===== config.mk =====
export PLATFORM = sky130hd
export DESIGN_NAME = rvx_core_trap_ctrl
export DESIGN_NICKNAME = d
export VERILOG_FILES = /design/src/rtl/rvx_core_trap_ctrl_pkg.sv /design/src/rtl/rvx_core_irq_sync.sv /design/src/rtl/rvx_core_trap_ctrl.sv
export SDC_FILE = /design/constraint.sdc
export NUM_CORES = 1
export LEC_CHECK = 0
export CORE_ASPECT_RATIO = 1.2
export CORE_MARGIN = 5
export CORE_UTILIZATION = 32
export CTS_CLUSTER_DIAMETER = 200
export DETAILED_ROUTE_END_ITERATION = 8
export GPL_TIMING_DRIVEN = 0
export MAX_ROUTING_LAYER = met4
export PLACE_DENSITY_LB_ADDON = 0.12
export SYNTH_ARGS = -nofsm -noshare
export SYNTH_HDL_FRONTEND = slang
export SYNTH_SLANG_ARGS = --single-unit

===== constraint.sdc =====
create_clock -name clock -period 2.2 [get_ports clock]
set_input_delay 0.55 -clock clock [delete_from_list [all_inputs] [get_ports clock]]
set_output_delay 0.55 -clock clock [all_outputs]
set_load 0.02 [all_outputs]

===== src/rtl/rvx_core_trap_ctrl_pkg.sv =====
// Shared definitions for the RVX trap controller: cause codes, mip bit positions,
// handler FSM states and the synchronous exception request bundle.
package rvx_core_trap_ctrl_pkg;

  localparam logic [3:0] CAUSE_MISALIGNED_FETCH = 4'd0;
  localparam logic [3:0] CAUSE_ILLEGAL          = 4'd2;
  localparam logic [3:0] CAUSE_BREAKPOINT       = 4'd3;
  localparam logic [3:0] CAUSE_MISALIGNED_LOAD  = 4'd4;
  localparam logic [3:0] CAUSE_MISALIGNED_STORE = 4'd6;
  localparam logic [3:0] CAUSE_ECALL_M          = 4'd11;
  localparam logic [3:0] CAUSE_M_SW_IRQ         = 4'd3;
  localparam logic [3:0] CAUSE_M_TIMER_IRQ      = 4'd7;
  localparam logic [3:0] CAUSE_M_EXT_IRQ        = 4'd11;

  localparam int MIP_MSI = 0;
  localparam int MIP_MTI = 1;
  localparam int MIP_MEI = 2;

  typedef enum logic {
    ST_RUN     = 1'b0,
    ST_HANDLER = 1'b1
  } trap_state_e;

  typedef struct packed {
    logic mis_fetch;
    logic illegal;
    logic ebreak;
    logic ecall;
    logic mis_load;
    logic mis_store;
  } exc_req_t;

  function automatic logic [31:0] mcause(input logic intr, input logic [3:0] code);
    return {intr, 27'b0, code};
  endfunction

endpackage


===== src/rtl/rvx_core_irq_sync.sv =====
// One interrupt line: SYNC_STAGES-deep synchroniser followed by a level or
// rising-edge pending latch (edge pending is cleared by claim; set wins).
module rvx_core_irq_sync #(
  parameter int SYNC_STAGES = 2,
  parameter bit EDGE        = 1'b0
) (
  input  logic clock,
  input  logic reset_n,
  input  logic irq,
  input  logic claim,
  output logic pending
);

  logic [SYNC_STAGES-1:0] sync_q;
  logic                   synced;
  logic                   pending_q;

  always_ff @(posedge clock or negedge reset_n) begin
    if (!reset_n) sync_q <= '0;
    else          sync_q <= {sync_q[SYNC_STAGES-2:0], irq};
  end

  assign synced = sync_q[SYNC_STAGES-1];

  if (EDGE) begin : g_edge
    logic synced_q;
    always_ff @(posedge clock or negedge reset_n) begin
      if (!reset_n) begin
        synced_q  <= 1'b0;
        pending_q <= 1'b0;
      end else begin
        synced_q  <= synced;
        pending_q <= (synced & ~synced_q) | (pending_q & ~claim);
      end
    end
  end else begin : g_level
    logic unused_claim;
    assign unused_claim = claim;
    always_ff @(posedge clock or negedge reset_n) begin
      if (!reset_n) pending_q <= 1'b0;
      else          pending_q <= synced;
    end
  end

  assign pending = pending_q;

endmodule


===== src/rtl/rvx_core_trap_ctrl.sv =====
// RVX stage-1 machine-mode trap controller: irq latching, cause priority, target, nesting.
// Define RVX_TRAP_VECTORED_EN to enable vectored interrupt targets (mtvec mode 1).
module rvx_core_trap_ctrl
  import rvx_core_trap_ctrl_pkg::*;
#(
  parameter int                     NUM_EXT_IRQ  = 4,
  parameter logic [NUM_EXT_IRQ-1:0] EXT_IRQ_EDGE = '0,
  parameter int                     SYNC_STAGES  = 2,
  parameter int                     MAX_NEST     = 2
) (
  input  logic                   clock,
  input  logic                   reset_n,
  input  logic                   stall_s1,
  input  logic                   ecall_s1,
  input  logic                   ebreak_s1,
  input  logic                   illegal_instruction_s1,
  input  logic                   misaligned_instruction_address_s1,
  input  logic                   misaligned_load_s1,
  input  logic                   misaligned_store_s1,
  input  logic                   mret_s1,
  input  logic                   global_interrupt_enable_s1,
  input  logic [2:0]             mie_s1,
  input  logic [31:0]            mtvec_s1,
  input  logic                   irq_software,
  input  logic                   irq_timer,
  input  logic [NUM_EXT_IRQ-1:0] irq_external,
  input  logic                   irq_ext_claim_s1,
  output logic                   take_trap_s1,
  output logic [31:0]            trap_cause_s1,
  output logic [31:0]            trap_target_s1,
  output logic [2:0]             mip_s1,
  output logic [3:0]             irq_ext_id,
  output logic [2:0]             nest_depth,
  output logic                   double_fault
);

  localparam int NL = NUM_EXT_IRQ + 2;
  localparam logic [NL-1:0] LINE_EDGE = {EXT_IRQ_EDGE, 2'b00};

  logic [NL-1:0]          irq_raw, line_claim, line_pend;
  logic [NUM_EXT_IRQ-1:0] ext_pend, ext_claim;

  // line 0 = software, line 1 = timer, lines 2.. = external
  assign irq_raw    = {irq_external, irq_timer, irq_software};
  assign line_claim = {ext_claim, 2'b00};

  for (genvar i = 0; i < NL; i++) begin : g_line
    rvx_core_irq_sync #(.SYNC_STAGES(SYNC_STAGES), .EDGE(LINE_EDGE[i])) u_sync (
      .clock   (clock),
      .reset_n (reset_n),
      .irq     (irq_raw[i]),
      .claim   (line_claim[i]),
      .pending (line_pend[i])
    );
  end

  assign ext_pend = line_pend[NL-1:2];

  always_comb begin
    irq_ext_id = '0;
    for (int i = NUM_EXT_IRQ - 1; i >= 0; i--)
      if (ext_pend[i]) irq_ext_id = 4'(i);
  end

  always_comb begin
    ext_claim = '0;
    for (int i = 0; i < NUM_EXT_IRQ; i++)
      ext_claim[i] = irq_ext_claim_s1 && (irq_ext_id == 4'(i));
  end

  always_comb begin
    mip_s1          = '0;
    mip_s1[MIP_MSI] = line_pend[0];
    mip_s1[MIP_MTI] = line_pend[1];
    mip_s1[MIP_MEI] = |ext_pend;
  end

  exc_req_t    exc;
  trap_state_e state_q, state_d;
  logic [2:0]  depth_q, depth_d;
  logic [2:0]  irq_act;
  logic        at_max, irq_go, exc_any, df_q, df_set;
  logic        cause_intr;
  logic [3:0]  cause_code;

  assign exc = '{mis_fetch: misaligned_instruction_address_s1, illegal: illegal_instruction_s1,
                 ebreak: ebreak_s1, ecall: ecall_s1, mis_load: misaligned_load_s1,
                 mis_store: misaligned_store_s1};

  assign irq_act = mip_s1 & mie_s1;
  assign at_max  = (depth_q == 3'(MAX_NEST));
  // At full depth interrupts are held off so depth can never exceed MAX_NEST.
  assign irq_go  = global_interrupt_enable_s1 & (|irq_act) & ~at_max;
  assign exc_any = (exc != '0);

  always_comb begin
    cause_intr = 1'b0;
    cause_code = '0;
    if (irq_go) begin
      cause_intr = 1'b1;
      if (irq_act[MIP_MEI])      cause_code = CAUSE_M_EXT_IRQ;
      else if (irq_act[MIP_MSI]) cause_code = CAUSE_M_SW_IRQ;
      else                       cause_code = CAUSE_M_TIMER_IRQ;
    end
    else if (exc.mis_fetch) cause_code = CAUSE_MISALIGNED_FETCH;
    else if (exc.illegal)   cause_code = CAUSE_ILLEGAL;
    else if (exc.ebreak)    cause_code = CAUSE_BREAKPOINT;
    else if (exc.ecall)     cause_code = CAUSE_ECALL_M;
    else if (exc.mis_load)  cause_code = CAUSE_MISALIGNED_LOAD;
    else if (exc.mis_store) cause_code = CAUSE_MISALIGNED_STORE;
  end

  assign take_trap_s1  = reset_n & (irq_go | (exc_any & ~at_max)) & ~stall_s1 & ~df_q;
  assign trap_cause_s1 = (reset_n && (irq_go || exc_any)) ? mcause(cause_intr, cause_code) : '0;
  assign df_set        = ~irq_go & exc_any & at_max & ~stall_s1 & ~df_q;

  always_comb begin
    trap_target_s1 = {mtvec_s1[31:2], 2'b00};
`ifdef RVX_TRAP_VECTORED_EN
    if (mtvec_s1[1:0] == 2'b01 && cause_intr)
      trap_target_s1 = {mtvec_s1[31:2], 2'b00} + {26'b0, cause_code, 2'b00};
`endif
  end

`ifdef RVX_TRAP_VECTORED_EN
`else
  logic unused_mtvec_mode;
  assign unused_mtvec_mode = ^mtvec_s1[1:0];
`endif

  // A trapping instruction never retires, so a simultaneous mret is dropped.
  always_comb begin
    state_d = state_q;
    depth_d = depth_q;
    if (take_trap_s1) begin
      state_d = ST_HANDLER;
      depth_d = depth_q + 3'd1;
    end else if (mret_s1 && !stall_s1 && state_q == ST_HANDLER) begin
      depth_d = depth_q - 3'd1;
      if (depth_q == 3'd1) state_d = ST_RUN;
    end
  end

  always_ff @(posedge clock or negedge reset_n) begin
    if (!reset_n) begin
      state_q <= ST_RUN;
      depth_q <= '0;
      df_q    <= 1'b0;
    end else begin
      state_q <= state_d;
      depth_q <= depth_d;
      df_q    <= df_q | df_set;
    end
  end

  assign nest_depth   = depth_q;
  assign double_fault = df_q;

endmodule

==> qor.txt, run 1 <==
Cells after Synth -> 150
Drt initial violations -> 8
Via Count -> 1273
DRT Pass-1 Iters -> 4
Worst hold path type -> input pin to asynchronous set/reset pin
Delay-heaviest family, CP -> simple AND/OR/NAND/NOR gates
Part of the cycle the worst path needs -> 1.03
Boundary Pins -> 129
Hold_buf cts -> 0
Worst Path Buf+Inv -> 2
Startpoint types -> input pin
CP arrival -> 1.71 ns
Initial Util -> 0.330
Cell area after synthesis -> 0.00152 mm²
Initial antenna violation count -> 0
Sequential area share after synthesis -> 0.380
Critical-path cell list -> buf_6 -> or3b_4 -> a2111oi_4 -> or2_1 -> buf_6
DP Wirelength -> 3250 µm
Reg clk slew, reported paths -> 0.08 ns
CP Capture Type -> output port
Power Total -> 1.63 mW
TritonCTS clock tree -> yes
Share of cells above drive strength 1 -> 0.439
Routed Antenna Nets -> 0
Final setup viols -> 3
Clock skew -> 0.00551 ns
Syn Area/Cell -> 10.1 µm²
Largest net degree at the start of global routing -> 15
GRT Residual Overflow -> 0
Slew Limit Fails -> 0
Worst path slowest cell -> or3b_4
Max_cap viols -> 0
Clock sink count -> 23
Post-synth top area share -> 0.380
Worst-path fanout max -> 5
Leakage -> 1.32 nW
Clk root buf -> clkbuf_8
DRC viols -> 0
Clk_lat worst skew -> 0.26 ns
Die height -> 85.4 µm
Final net count -> 320
CP required -> 1.65 ns
PD cells -> 622 mW/mm²
Diode count -> 0
WL final -> 4060 µm
Final hold violation count -> 0
RePlAce Congestion -> 0.710
Fin worst setup slack -> -0.0572 ns
RSZ-0062 raised after global routing -> true
Seq cells post-synth -> 23
Asr flop ratio synth -> 1.00
Via/cell ratio -> 3.98
CP dominant cell by count -> buf_6
Synth warnings -> 0
Critical path class -> input pin to output port
CORE AREA -> 0.00459 mm²
Dominant cells by area after synthesis -> dfrtp_1 (38%), buf_4 (31%), ha_1 (3.3%), a2111oi_4 (1.8%), a311oi_4 (1.7%)
Synth Flop Type -> dfrtp_1
Yosys top cell by area -> dfrtp_1
FMAX -> 443 MHz
Final min period -> 2.26 ns
Die area -> 0.00622 mm²
Peak supply drop -> 0.403 mV
Die width -> 72.8 µm
Area growth syn-to-layout -> 73.1%
Row count -> 27
Total CTS buffers -> 3
Final TNS setup -> -0.0905 ns
Failing checks -> negative setup slack
Port bufs -> 64
Run status -> complete, but fails checks
First-pass GRT wire length -> 6030 µm
Post-synth EDFFs -> 0
Tot GR Track Use -> 0.125
Post-synthesis cell type count -> 40
Clk buf depth -> 2
H-tree depth -> 1
Via count of the first global-routing pass -> 1267
Wirelength per Cell -> 12.7 µm
Slowest stage delay, CP -> 0.42 ns
[repair_timing]
action	CTS	global route
setup buffers	10	3
cloned	1	0
pin swaps	10	5
endpoints found under the setup margin	10	6
resized for setup	71	18
[Yosys cell counts, types with 2 or more instances]
master and n:
nor2_1 6, nor2b_1 4, inv_1 5, nand2b_1 2, dfrtp_1 23, o21ai_0 3
or3_1 2, a21boi_0 3, buf_4 63, ha_1 4, nand2_1 5, nor3_1 2
[final timing paths]
check | start | endpoint | slack (ns) | depth (start not counted)
max reg2reg | g_line[3].u_sync.pending$_DFF_PN0_ | nest_depth[2]$_DFFE_PN0P_ | 0.32 | 6
min in group clock | g_line[3].u_sync.sync_q[1]$_DFF_PN0_ | g_line[3].u_sync.pending$_DFF_PN0_ | 0.35 | 0
max | stall_s1 | take_trap_s1 | -0.06 | 5
max in group asynchronous | reset_n | nest_depth[0]$_DFFE_PN0P_ | 1.83 | 2
min reg2reg | g_line[3].u_sync.sync_q[1]$_DFF_PN0_ | g_line[3].u_sync.pending$_DFF_PN0_ | 0.35 | 0
min | reset_n | g_line[1].u_sync.pending$_DFF_PN0_ | 0.20 | 2
[registers in the layout (all words and copies together) (netlist names)]
register,cells
g_line.u_sync.sync_q,12
g_line.u_sync.pending,6
nest_depth,3
double_fault,1
state_q,1
[report_power, final]
group | leakage, nW | total (mW) | switching, mW | internal [mW]
combinational | 1.03 | 0.828 | 0.383 | 0.445
sequential | 0.266 | 0.542 | 0.0560 | 0.486
clock | 0.0217 | 0.262 | 0.134 | 0.128
[routing by layer]
metal / wire (µm) / vias to the layer above / GRT usage
met5: 0 / - / -
met4: 55 / 0 / 0.0453
met3: 409 / 6 / 0.0296
met2: 2180 / 64 / 0.231
met1: 1410 / 568 / 0.126
li1: - / 635 / -
[final cells by class]
type                       count  area [µm²]
clock buffer                   3        41.3
tap                           58        72.6
sequential                    23         578
multi-input combinational     89         656
timing repair buffer          78         778
buffer                        63         473
clock inverter                 1        7.51
inverter                       5        18.8
fill                         419        1970
[placed cells by master (no fill, tap or decap), types with 3 or more instances in the layout]
cell type	n
ha_1	3
dlymetal6s2s_1	3
nor2_1	5
a21boi_2	3
dlygate4sd2_1	4
clkbuf_8	3
inv_1	3
clkdlybuf4s50_1	45
nand2_1	4
buf_4	78
buf_6	5
dfrtp_1	21
conb_1	31
[cell families (layout without fill, tap and decap cells)]
family,count (synthesis),after routing,synth area share
AOI/OAI and AO/OA,18,18,0.115
xor gates and xnor gates,1,1,0.00578
adders and majority gates,4,4,0.0330
buffers and inverters,68,150,0.324
DFF,23,23,0.380
other,1,31,0.00247
and+or+nand+nor,35,35,0.140
[metrics by stage]
step / util / hold slack, ns / setup WS (ns) / std cells / area [µm²]
final: 0.571 / 0.202 / -0.0572 / 320 / 2630
after global routing: 0.571 / 0.197 / -0.114 / 320 / 2630
after global placement: 0.514 / 0.332 / -2.02 / 302 / 2360
after detailed placement: 0.514 / 0.335 / -2.04 / 302 / 2360
after CTS: 0.562 / 0.200 / -0.131 / 317 / 2580
after floorplan: - / 0.254 / 0.00675 / 180 / 1650
[worst register-to-register path, delay by kind of cell (launching register included)]
kind                   cells  cell delay (ns)
AO/OA/AOI/OAI              3             0.55
buffers and inverters      2             0.34
flip-flops                 1             0.44
AND/OR/NAND/NOR            1             0.47
(Power assumes the default switching activity.)
==> run 2: changes to the inputs <==
--- a/config.mk
+++ b/config.mk
@@ -15,4 +15,6 @@
 export PLACE_DENSITY_LB_ADDON = 0.12
 export SYNTH_ARGS = -nofsm -noshare
 export SYNTH_HDL_FRONTEND = slang
+export SYNTH_HIERARCHICAL = 1
 export SYNTH_SLANG_ARGS = --single-unit
+export TNS_END_PERCENT = 30
==> run 2 against run 1 <==
Combinational power decreased by 3.4%. The run still ends with negative setup slack left. Synthesized cell count decreased by 1.3%. Routed wire length down 5.3%. Clock skew fell by 0.0044 ns. Area after synthesis decreased by 0.66%. Critical path depth is the same.
==> qor.txt, run 2 <==
Dpl cells -> 300
Internal -> 1.03 mW
Die width -> 72.6 µm
FILL cells -> 431
Via/cell ratio -> 3.86
Psw -> 0.560 mW
Switching Share -> 0.351
Worst-path fanout max -> 5
CP required -> 1.65 ns
Slew Limit Fails -> 0
DRT Pass-1 Iters -> 3
TritonCTS clock tree -> yes
Area growth syn-to-layout -> 72.3%
Share of cells above drive strength 1 -> 0.425
Total CTS buffers -> 3
Final min period -> 2.28 ns
DRC viols -> 0
DP Wirelength -> 3100 µm
FF-to-FF Start -> double_fault$_DFF_PN0_
RSZ-0062 raised after global routing -> true
Sequential fraction of design power -> 0.338
Diode count -> 0
Part of the cycle the worst path needs -> 1.04
Max_cap viols -> 0
Peak supply drop -> 0.573 mV
Power Total -> 1.60 mW
Largest net degree at the start of global routing -> 15
Commonest non-fill, non-tap cell in the layout -> buf_4
Hold_buf cts -> 0
Routed Antenna Nets -> 0
WL final -> 3840 µm
Combinational share of power -> 0.502
Worst R2R Setup Slack -> 0.36 ns
Run status -> complete, but fails checks
Initial antenna violation count -> 0
Leakage -> 1.31 nW
RePlAce Congestion -> 0.771
First-pass GRT wire length -> 6040 µm
Worst hold path type -> input pin to asynchronous set/reset pin
Critical path class -> input pin to output port
GRT Residual Overflow -> 0
Clk_lat worst skew -> 0.26 ns
Clock skew -> 0.00113 ns
Die height -> 85.2 µm
Clk buf depth -> 2
Tot GR Track Use -> 0.123
Reg2Reg Depth -> 5
Failing checks -> negative setup slack
PD cells -> 615 mW/mm²
Boundary Pins -> 129
Biggest register -> g_line.u_sync/sync_q
Clk root buf -> clkbuf_8
Startpoint types -> input pin
Final TNS setup -> -0.157 ns
Via count of the first global-routing pass -> 1228
H-tree depth -> 1
Syn Area/Cell -> 10.2 µm²
Wirelength per Cell -> 12.1 µm
Initial Util -> 0.328
Final net count -> 317
Row count -> 27
Drt initial violations -> 10
Most frequent cells in the layout -> buf_4 (74), clkdlybuf4s50_1 (43), conb_1 (31)
CP arrival -> 1.73 ns
Final Non-Filler Cells -> 317
Sequential cell area -> 577 µm²
FMAX -> 439 MHz
CP Capture Type -> output port
Final setup viols -> 4
CORE AREA -> 0.00459 mm²
Cells after Synth -> 148
Multi-input gate area -> 647 µm²
Reg clk slew, reported paths -> 0.08 ns
Capture point of the worst reg-to-reg path -> nest_depth[1]$_DFFE_PN0P_
Die area -> 0.00619 mm²
Port bufs -> 64
Worst hold margin -> 0.210 ns
Fin worst setup slack -> -0.0778 ns
Clock sink count -> 23
Synth warnings -> 6
Via Count -> 1225
Final hold violation count -> 0
Cell area after synthesis -> 0.00151 mm²
Clock power share -> 0.160
Max reg flops -> 12
-- run 2: area by class of cell --
type                            instances  area share
Tap cell                               58      0.0280
Inverter                                5     0.00723
Multi-Input combinational cell         89       0.249
Buffer                                 61       0.176
Timing Repair Buffer                   77       0.298
Sequential cell                        23       0.222
Clock buffer                            3      0.0159
Clock inverter                          1     0.00289
-- run 2: worst max path at each step --
stage / end / slack (ns) / startpoint
final: take_trap_s1 / -0.08 / stall_s1
after global routing: trap_cause_s1[0] / -0.15 / g_line[5].u_sync/pending$_DFF_PN0_
after CTS: take_trap_s1 / -0.16 / double_fault$_DFF_PN0_
after detailed placement: take_trap_s1 / -2.03 / reset_n
after global placement: take_trap_s1 / -2.01 / reset_n
after floorplan: trap_cause_s1[0] / -0.02 / nest_depth[0]$_DFFE_PN0P_
-- run 2: power groups by stage --
stage          logic [mW]  registers, mW  clock network (mW)
6_report            0.800          0.540               0.255
4_1_cts             0.780          0.536               0.269
3_5_place_dp        0.674          0.560                   0
3_3_place_gp        0.672          0.559                   0
2_1_floorplan       0.388          0.589                   0
5_1_grt             0.870          0.549               0.288
-- run 2: timing repair --
item                       in CTS  in global routing
pin swaps                      10                  9
buffers inserted               10                  2
resized for setup              71                 15
setup endpoints to repair      10                  8
cloned                          1                  0
-- run 2: layer usage --
layer  vias to the layer above  global-route usage  part of all wire
li1                        623                   -                 -
met1                       533               0.139              0.36
met2                        65               0.217              0.51
met3                         4              0.0296              0.12
met4                         0              0.0302            0.0096
met5                         -                   -                 0
-- run 2: through the flow --
step / worst slack [ns] / cell area, µm² / utilization
global route: -0.147 / 2590 / 0.565
floorplan: -0.0162 / 1640 / -
CTS: -0.158 / 2560 / 0.557
finish: -0.0778 / 2590 / 0.565
detailed placement: -2.03 / 2350 / 0.511
global placement: -2.01 / 2350 / 0.511
-- run 2: worst max-delay path, cell delays in order --
cell	delay (ns)
buf_6	0.10
or3b_4	0.42
a2111oi_4	0.33
or2_1	0.19
buf_6	0.13
